<file path="config.mk">
export PLATFORM = sky130hd
export DESIGN_NAME = atrp_tx_gen_flat
export DESIGN_NICKNAME = d
export VERILOG_FILES = /design/src/rtl/atrp_tx_gen_pkg.sv /design/src/rtl/atrp_tx_gen_if.sv /design/src/rtl/atrp_tx_gen_tick_div.sv /design/src/rtl/atrp_tx_gen.sv /design/src/flat_wrapper.sv
export SDC_FILE = /design/constraint.sdc
export NUM_CORES = 1
export LEC_CHECK = 0
export CAP_MARGIN = 20
export CORE_AREA = 2 2 136 138
export CTS_BUF_LIST = sky130_fd_sc_hd__clkbuf_16
export DETAILED_ROUTE_END_ITERATION = 8
export DIE_AREA = 0 0 138 140
export GPL_TIMING_DRIVEN = 1
export HOLD_SLACK_MARGIN = 0.08
export PLACE_DENSITY = 0.53
export SLEW_MARGIN = 30
export SYNTH_ARGS = -nofsm -noshare
export SYNTH_HDL_FRONTEND = slang
export SYNTH_SLANG_ARGS = --single-unit
export TNS_END_PERCENT = 5
</file>
<file path="constraint.sdc">
create_clock -name clk -period 4.1 [get_ports clk]
set_input_delay 0.615 -clock clk [delete_from_list [all_inputs] [get_ports clk]]
set_output_delay 0.615 -clock clk [all_outputs]
set_load 0.01 [all_outputs]
</file>
<file path="src/rtl/atrp_tx_gen_pkg.sv">
// Shared definitions for the trapezoid transmit generator: state codes,
// DAC mid-scale and the saturating level step used on every ramp.
package atrp_pkg;

  localparam int W = 12;

  // Level is carried as a 13-bit signed value so ramps never wrap.
  localparam int LW = 13;
  localparam logic signed [LW-1:0] MID = 13'sd2048;

  typedef enum logic [2:0] {
    ST_IDLE = 3'd0,
    ST_RISE = 3'd1,
    ST_TOP  = 3'd2,
    ST_FALL = 3'd3,
    ST_BOT  = 3'd4,
    ST_RET  = 3'd5
  } state_e;

  // One ramp step towards lim, clamped so it never overshoots lim.
  function automatic logic signed [LW-1:0] sat_step(
    input logic signed [LW-1:0] lvl,
    input logic        [7:0]    step,
    input logic signed [LW-1:0] lim,
    input logic                 up
  );
    logic signed [LW-1:0] st;
    logic signed [LW-1:0] s;
    st = $signed({5'd0, step});
    if (up) begin
      s = lvl + st;
      if (s > lim) s = lim;
    end else begin
      s = lvl - st;
      if (s < lim) s = lim;
    end
    return s;
  endfunction

endpackage

</file>
<file path="src/rtl/atrp_tx_gen_if.sv">
// Control inputs and DAC/status outputs of the trapezoid generator.
interface atrp_tx_gen_if #(
  parameter int W = atrp_pkg::W
);
  logic [5:0]   M;
  logic [10:0]  amp;
  logic [W-1:0] TXA;
  logic         en_TX;
  logic [7:0]   N_TX;
  logic         busy;
  logic [2:0]   phase;

  modport master (
    output M, amp,
    input  TXA, en_TX, N_TX, busy, phase
  );

  modport slave (
    input  M, amp,
    output TXA, en_TX, N_TX, busy, phase
  );
endinterface

</file>
<file path="src/rtl/atrp_tx_gen_tick_div.sv">
// Sample-tick prescaler: tick is high for one clk every DIV clks,
// and constantly high when DIV is 1.
module atrp_tick_div #(
  parameter int DIV = 1
) (
  input  logic clk,
  input  logic rst_n,
  output logic tick
);

  localparam int CW = (DIV > 1) ? $clog2(DIV) : 1;
  localparam logic [CW-1:0] LAST = CW'(DIV - 1);

  logic [CW-1:0] cnt_q;
  logic [CW-1:0] cnt_d;

  assign tick = (cnt_q == LAST);

  // Count 0..DIV-1 and restart on the tick clk.
  always_comb begin
    cnt_d = tick ? '0 : cnt_q + CW'(1);
  end

  // Prescaler register.
  always_ff @(posedge clk or negedge rst_n) begin
    if (!rst_n) cnt_q <= '0;
    else        cnt_q <= cnt_d;
  end

endmodule

</file>
<file path="src/rtl/atrp_tx_gen.sv">
// Bipolar trapezoid generator: RISE/TOP/FALL/BOT loop around mid-scale,
// draining through RET when the mode goes to zero. Marks each period start
// with a one-clk en_TX pulse and an 8-bit period count.
module atrp_tx_gen #(
  parameter int W       = atrp_pkg::W,
  parameter int STEP    = 16,
  parameter int DIV     = 1,
  parameter int HOLD_SH = 3
) (
  input  logic          clk,
  input  logic          rst_n,
  atrp_tx_gen_if.slave  bus
);
  import atrp_pkg::*;

  localparam int HW = 6 + HOLD_SH;
  localparam logic [7:0] STEP_B = 8'(STEP);

  logic tick;

  state_e               state_q, state_d;
  logic signed [LW-1:0] level_q, level_d;
  logic [HW-1:0]        hold_q, hold_d;
  logic [5:0]           mq_q, mq_d;
  logic [10:0]          aq_q, aq_d;
  logic                 en_q, en_d;
  logic [7:0]           ntx_q, ntx_d;
  logic [W-1:0]         txa_q, txa_d;

  logic signed [LW-1:0] pos_lim;
  logic signed [LW-1:0] neg_lim;
  logic signed [LW-1:0] step_res;
  logic signed [LW-1:0] txa_w;
  logic [HW-1:0]        hold_load;

  atrp_tick_div #(.DIV(DIV)) u_tick (
    .clk   (clk),
    .rst_n (rst_n),
    .tick  (tick)
  );

  assign pos_lim   = $signed({2'b00, aq_q});
  assign neg_lim   = -pos_lim;
  assign hold_load = HW'(mq_q) << HOLD_SH;
  assign txa_w     = MID + level_d;

  // Next-state, level, hold and period-start logic; only moves on a tick.
  always_comb begin
    state_d  = state_q;
    level_d  = level_q;
    hold_d   = hold_q;
    mq_d     = mq_q;
    aq_d     = aq_q;
    en_d     = 1'b0;
    ntx_d    = ntx_q;
    step_res = '0;
    if (tick) begin
      unique case (state_q)
        ST_IDLE: begin
          level_d = '0;
          if (bus.M != 6'd0) begin
            mq_d    = bus.M;
            aq_d    = bus.amp;
            state_d = ST_RISE;
            en_d    = 1'b1;
            ntx_d   = ntx_q + 8'd1;
          end
        end
        ST_RISE: begin
          step_res = sat_step(level_q, STEP_B, pos_lim, 1'b1);
          level_d  = step_res;
          if (step_res == pos_lim) begin
            state_d = ST_TOP;
            hold_d  = hold_load;
          end
        end
        ST_TOP: begin
          if (hold_q <= HW'(1)) state_d = ST_FALL;
          else                  hold_d  = hold_q - HW'(1);
        end
        ST_FALL: begin
          step_res = sat_step(level_q, STEP_B, neg_lim, 1'b0);
          level_d  = step_res;
          if (step_res == neg_lim) begin
            state_d = ST_BOT;
            hold_d  = hold_load;
          end
        end
        ST_BOT: begin
          if (hold_q <= HW'(1)) begin
            // End of period: live M decides between draining and relatching.
            if (bus.M == 6'd0) begin
              state_d = ST_RET;
            end else begin
              mq_d    = bus.M;
              aq_d    = bus.amp;
              state_d = ST_RISE;
              en_d    = 1'b1;
              ntx_d   = ntx_q + 8'd1;
            end
          end else begin
            hold_d = hold_q - HW'(1);
          end
        end
        ST_RET: begin
          step_res = sat_step(level_q, STEP_B, '0, 1'b1);
          level_d  = step_res;
          if (step_res == '0) state_d = ST_IDLE;
        end
        default: begin
          state_d = ST_IDLE;
          level_d = '0;
        end
      endcase
    end
    txa_d = txa_w[W-1:0];
  end

  // State, level and output registers with asynchronous reset.
  always_ff @(posedge clk or negedge rst_n) begin
    if (!rst_n) begin
      state_q <= ST_IDLE;
      level_q <= '0;
      hold_q  <= '0;
      mq_q    <= '0;
      aq_q    <= '0;
      en_q    <= 1'b0;
      ntx_q   <= '0;
      txa_q   <= MID[W-1:0];
    end else begin
      state_q <= state_d;
      level_q <= level_d;
      hold_q  <= hold_d;
      mq_q    <= mq_d;
      aq_q    <= aq_d;
      en_q    <= en_d;
      ntx_q   <= ntx_d;
      txa_q   <= txa_d;
    end
  end

  assign bus.TXA   = txa_q;
  assign bus.en_TX = en_q;
  assign bus.N_TX  = ntx_q;
  assign bus.busy  = (state_q != ST_IDLE);
  assign bus.phase = state_q;

endmodule

</file>
<file path="src/flat_wrapper.sv">
// flat-port wrapper written by rule: the top's interface ports become plain ports
module atrp_tx_gen_flat import atrp_pkg::*;
#(
  parameter int W       = atrp_pkg::W,
  parameter int STEP    = 16,
  parameter int DIV     = 1,
  parameter int HOLD_SH = 3
)
  (clk, rst_n, bus_M, bus_amp, bus_TXA, bus_en_TX, bus_N_TX, bus_busy, bus_phase);
  atrp_tx_gen_if #(.W(W)) bus_i ();
  input  logic clk;
  input  logic rst_n;
  input wire logic [$bits(bus_i.M)-1:0] bus_M;
  input wire logic [$bits(bus_i.amp)-1:0] bus_amp;
  output wire logic [$bits(bus_i.TXA)-1:0] bus_TXA;
  output wire logic [$bits(bus_i.en_TX)-1:0] bus_en_TX;
  output wire logic [$bits(bus_i.N_TX)-1:0] bus_N_TX;
  output wire logic [$bits(bus_i.busy)-1:0] bus_busy;
  output wire logic [$bits(bus_i.phase)-1:0] bus_phase;
  assign bus_i.M = bus_M;
  assign bus_i.amp = bus_amp;
  assign bus_TXA = bus_i.TXA;
  assign bus_en_TX = bus_i.en_TX;
  assign bus_N_TX = bus_i.N_TX;
  assign bus_busy = bus_i.busy;
  assign bus_phase = bus_i.phase;
  atrp_tx_gen #(.W(W), .STEP(STEP), .DIV(DIV), .HOLD_SH(HOLD_SH)) u_core (.clk(clk), .rst_n(rst_n), .bus(bus_i));
endmodule
</file>
---- Word level (Yosys, flattened, before mapping) ----
Index checks and enable logic that the tools add are counted.
cells by class
  $add $sub $neg .......................... 7
  reductions and logical operators ........ 11
  $lt $le $gt $ge ......................... 4
  mux-type cells .......................... 41
  eq/ne operators ......................... 15
  bitwise gates (word level) .............. 1
operators by type and width
  cell                                                                   count
  13-bit 2-to-1 mux                                                      10
  13-bit one-hot mux with 4 select lines                                 1
  11-bit 2-to-1 mux                                                      3
  9-bit 2-to-1 mux                                                       3
  9-bit one-hot mux with 3 select lines                                  1
  8-bit 2-to-1 mux                                                       3
  11-bit one-hot mux with 2 select lines                                 1
  3-bit 2-to-1 mux                                                       7
  6-bit 2-to-1 mux                                                       3
  3-bit one-hot mux with 6 select lines                                  1
  8-bit one-hot mux with 2 select lines                                  1
  13-bit by 6-bit adder with 13-bit output, second input constant        1
  13-bit by 12-bit == test with 1-bit output                             1
  13-bit == test                                                         1
  13-bit by 1-bit > comparator with 1-bit output, second input constant  1
  13-bit by 12-bit > comparator with 1-bit output                        1
  13-bit logical NOT                                                     1
  13-bit < comparator                                                    1
  11-bit negation with 13-bit output                                     1
  13-bit by 6-bit subtractor with 13-bit output, second input constant   1
  12-bit adder, first input constant                                     1
  2-bit by 1-bit != test with 1-bit output, second input constant        6
  6-bit one-hot mux with 2 select lines                                  1
  5-bit AND reduction                                                    2
  other kinds (18)                                                       26
storage, ports and cells
  output and inout bits ................... 25
  input bits .............................. 19
  logic and storage cells ................. 88
  bits in registers ....................... 64

---- Longest topological paths before layout ----
Gate-level depths: netlist of the first run.
  word-level depth ........................ 8
  depth in mapped cells ................... 15
  depth with buffers taken out ............ 14

---- By module ----
From an unflattened synthesis of the first run, not the netlist that was laid out.
second synthesis, totals
  cell total of the unflattened synthesis .. 533
  area, all modules ....................... 4,590.7 um2
by module, submodules not included
  module         instances  area each (um2)  sequential area each (um2)  cells each
  atrp_tx_gen    1          4,579.4          1,302.5                     531
  atrp_tick_div  1          11.3             0.0                         2

---- Worst setup path after synthesis of the first run ----
No wires, ideal clock.
  path kind ............................... reg2reg
  start point ............................. register, netlist name u_core.bus.TXA[4]
  end point ............................... register u_core.level_q[11]
  data required time ...................... 3.974 ns
  path slack .............................. -0.044 ns
  buffers on the path ..................... 2
  data arrival time ....................... 4.018 ns
  stages on the path, launching flop included .. 16
  path through ............................ dfrtp_1 -> clkbuf_1 -> inv_1 -> ha_1 -> or4b_2 -> nor4_1 -> xor2_1 -> ha_1 -> clkbuf_1 -> nand4_1 -> a211oi_1 -> a21oi_1 -> and3_1 -> nor2_1 -> o21ai_0 -> a221o_1
RTL lines
  what                    line                text
  end signal: assignment  atrp_tx_gen.sv:132  level_q <= level_d;
  end: declaration        atrp_tx_gen.sv:22   logic signed [LW-1:0] level_q, level_d;

==> out/qor.yml, run 1 <==
power_frac_seq_pct: 23.4
grt_pass1_wl_um: 22200
core_area_sq_um: 17800
finalClockSkew_ns: 0.0121
ys_ff_latch: 52
period_needed_ns: 4.06
fin_setup_tns_ns: 0
async_flop_share_pct: 100
start_util_pct: 24.7
nets: 625
cp.required_ns: 4.33
critical_path_class: "reg2reg"
cts_buffers: 5
p_sw_uw: 2310
grt_max_degree: 53
cellInternalPower_uw: 2310
wl_per_cell_um: 17.4
slew_viol_final: 0
synth_top_cell_area_share_pct: 29.0
clock-sinks: 52
max_freq_mhz: 246
die_h_um: 140
final-setup-viol-count: 0
yosys_warnings: 0
ir_worst_vdd_v: 0.000275
areaGrowthSynthToFinish_pct: 21.8
yosysMostFrequentCell: "nand2_1"
clk_latency_ns: 0.30
synth_edf_count: 0
fin_crit_sh_pct: 99.0
h-tree-depth: 2
syn_area_per_cell_sq_um: 8.28
synthCells: 531
place_congestion: 0.841
io-pin-count: 44
cts_hold_buf: 0
fillers: 1872
p_clk_share_pct: 9.5
path_max_fanout: 8
dp.final_hpwl_um: 10500
io_buffers: 43
grt_usage_pct: 14.1
drc_errors: 0
die-area_sq_um: 19300
antenna_left: 0
viasPerCell: 5.35
ys_types: 64
first_iter_violations: 410
min_path_type: "in2async"
hold_violations: 0
synthTopCellsByCount: "nand2_1, dfrtp_1, o21ai_0"
yosys.area.top_type: "dfrtp_1"
power.leakage_uw: 0.00225
synth_area_leaders: "dfrtp_1, ha_1, xnor2_1"
rrSetupSlack_ns: 0.04
start_kind: "flop"
clk_path_buf_depth: 2
synth_nets: 579
final_core_util_pct: 30.1
rr_startpoint: "u_core.bus.TXA[4]$_DFF_PN0_"
p_per_area_nw_per_um2: 864
clk_pin_slew_ns: 0.08
cts_tree: "yes"
diodes: 0
p_comb_share_pct: 67.1
syn_area_sq_um: 4400
rows: 49
whs_ns: 0.440
slew_headroom_pct: 50.8
antenna_found_initial: 0
swShare_pct: 50.0
run_status: "complete, no violations"
yosys_most_used_dff: "dfrtp_1"
grt_pass1_vias: 4116
worstSetupEndpointType: "flop"
worstPathArrival_ns: 4.29
yosysSeqAreaShare_pct: 29.6
die_x_um: 138
gr-total-overflow: 0
cp-startpoint: "u_core.bus.TXA[4]$_DFF_PN0_"
drive_above_1_share_pct: 10.9
finalPower_uw: 4630
root_buffer: "clkbuf_16"
route.vias.total: 4316
worst_pin_slew_ns: 0.737
dr.pass1.iters: 5
maxCapViolCount: 0
wirelength_um: 14000
==> what timing repair did <==
item                       in CTS  in global routing
buffers inserted                0                  3
setup endpoints to repair       0                 20
gates resized for setup         0                  9
==> cell usage in the layout, fill, tap and decap left out, types with 7 or more instances in the layout <==
cell	instances
xnor2_1	28
inv_1	32
clkdlybuf4s50_1	42
nand3_1	14
o31ai_1	7
nor4_1	14
a31oi_1	7
ha_1	28
nor3_1	19
xor2_1	13
buf_4	30
a21oi_1	26
dfrtp_1	51
a21o_1	8
o21ai_0	36
nand2_1	59
nor2_1	28
==> registers in the layout, indices dropped and copies added (netlist names) <==
signal            count
u_core.bus.phase      3
u_core.level_q        2
u_core.aq_q          11
u_core.mq_q           6
u_core.bus.en_TX      1
u_core.bus.TXA       12
u_core.hold_q         9
u_core.bus.N_TX       8
==> per-layer routing <==
layer	up-vias	wire (um)	track usage, %
met3	23	798	2.02
met5	-	0	0
li1	2039	-	-
met1	2104	6510	19.4
met2	150	6420	23.1
met4	0	286	4.03
==> worst paths after layout <==
| path | to | cells after the start |
|---|---|---|
| max in group asynchronous | u_core.mq_q[5]$_DFFE_PN0P_ | 2 |
| setup reg to reg | u_core.hold_q[3]$_DFFE_PN0P_ | 14 |
| hold reg to reg | u_core.bus.N_TX[7]$_DFFE_PN0P_ | 1 |
| hold / removal | u_core.bus.TXA[0]$_DFF_PN0_ | 2 |
| setup / recovery | u_core.hold_q[3]$_DFFE_PN0P_ | 14 |
| min in group clk | u_core.bus.N_TX[7]$_DFFE_PN0P_ | 1 |
==> logic make-up (layout without fill, tap and decap cells) <==
group	Yosys count	count (layout)	synth area share [%]
flops	52	52	29.6
fa+ha+maj	29	29	8.26
xor+xnor	43	43	9.19
simple gates	180	180	20.5
buf+inv	68	115	6.95
mux	2	2	0.484
compound gates	157	157	25.0
==> power by group through the flow <==
stage / logic (uW) / clock network, uW / registers (uW)
finish: 3110 / 439 / 1080
detailed placement: 3010 / 0 / 1070
global route: 3420 / 466 / 1110
floorplan: 2150 / 0 / 930
global placement: 2970 / 0 / 1070
CTS: 3030 / 447 / 1070
==> area by class of cell <==
cell class | count | area, sq um | share of cell area (%)
inverters | 33 | 124 | 2.31
multi-input cells | 411 | 2830 | 52.8
well taps | 229 | 287 | 5.35
clock inverters | 3 | 20.0 | 0.374
flip-flops and latches | 52 | 1300 | 24.3
clock buffers | 5 | 125 | 2.34
repair buffers | 74 | 671 | 12.5
==> worst max-delay path: stages, from the launching register on <==
cell and delay [ns]:
dfrtp_1 0.38, inv_1 0.07, ha_1 0.23, or4b_2 0.67, o21a_1 0.23, or2_2 0.33, ha_1 0.32, a21oi_1 0.16
o21ai_0 0.16, a21oi_2 0.25, and3_1 0.25, o31ai_2 0.09, buf_4 0.18, a2111oi_0 0.47, a2bb2oi_1 0.19
==> stage by stage <==
| stage | instance area [sq um] | cells | setup slack [ns] |
|---|---|---|---|
| 2_1_floorplan | 4400 | 531 | 0.0628 |
| 3_3_place_gp | 5160 | 796 | 0.196 |
| 3_5_place_dp | 5160 | 796 | 0.0578 |
| 4_1_cts | 5300 | 804 | 0.0178 |
| 5_1_grt | 5350 | 807 | -0.0972 |
| 6_report | 5350 | 807 | 0.0428 |
No activity file was read; power rests on OpenSTA's default activity.
==> inputs of run 2 (changes only) <==
--- a/config.mk
+++ b/config.mk
@@ -17,4 +17,4 @@
 export SYNTH_ARGS = -nofsm -noshare
 export SYNTH_HDL_FRONTEND = slang
 export SYNTH_SLANG_ARGS = --single-unit
-export TNS_END_PERCENT = 5
+export TNS_END_PERCENT = 20
==> results of run 2 <==
No change in the layout: final DEF, timing and power equal those of run 1.
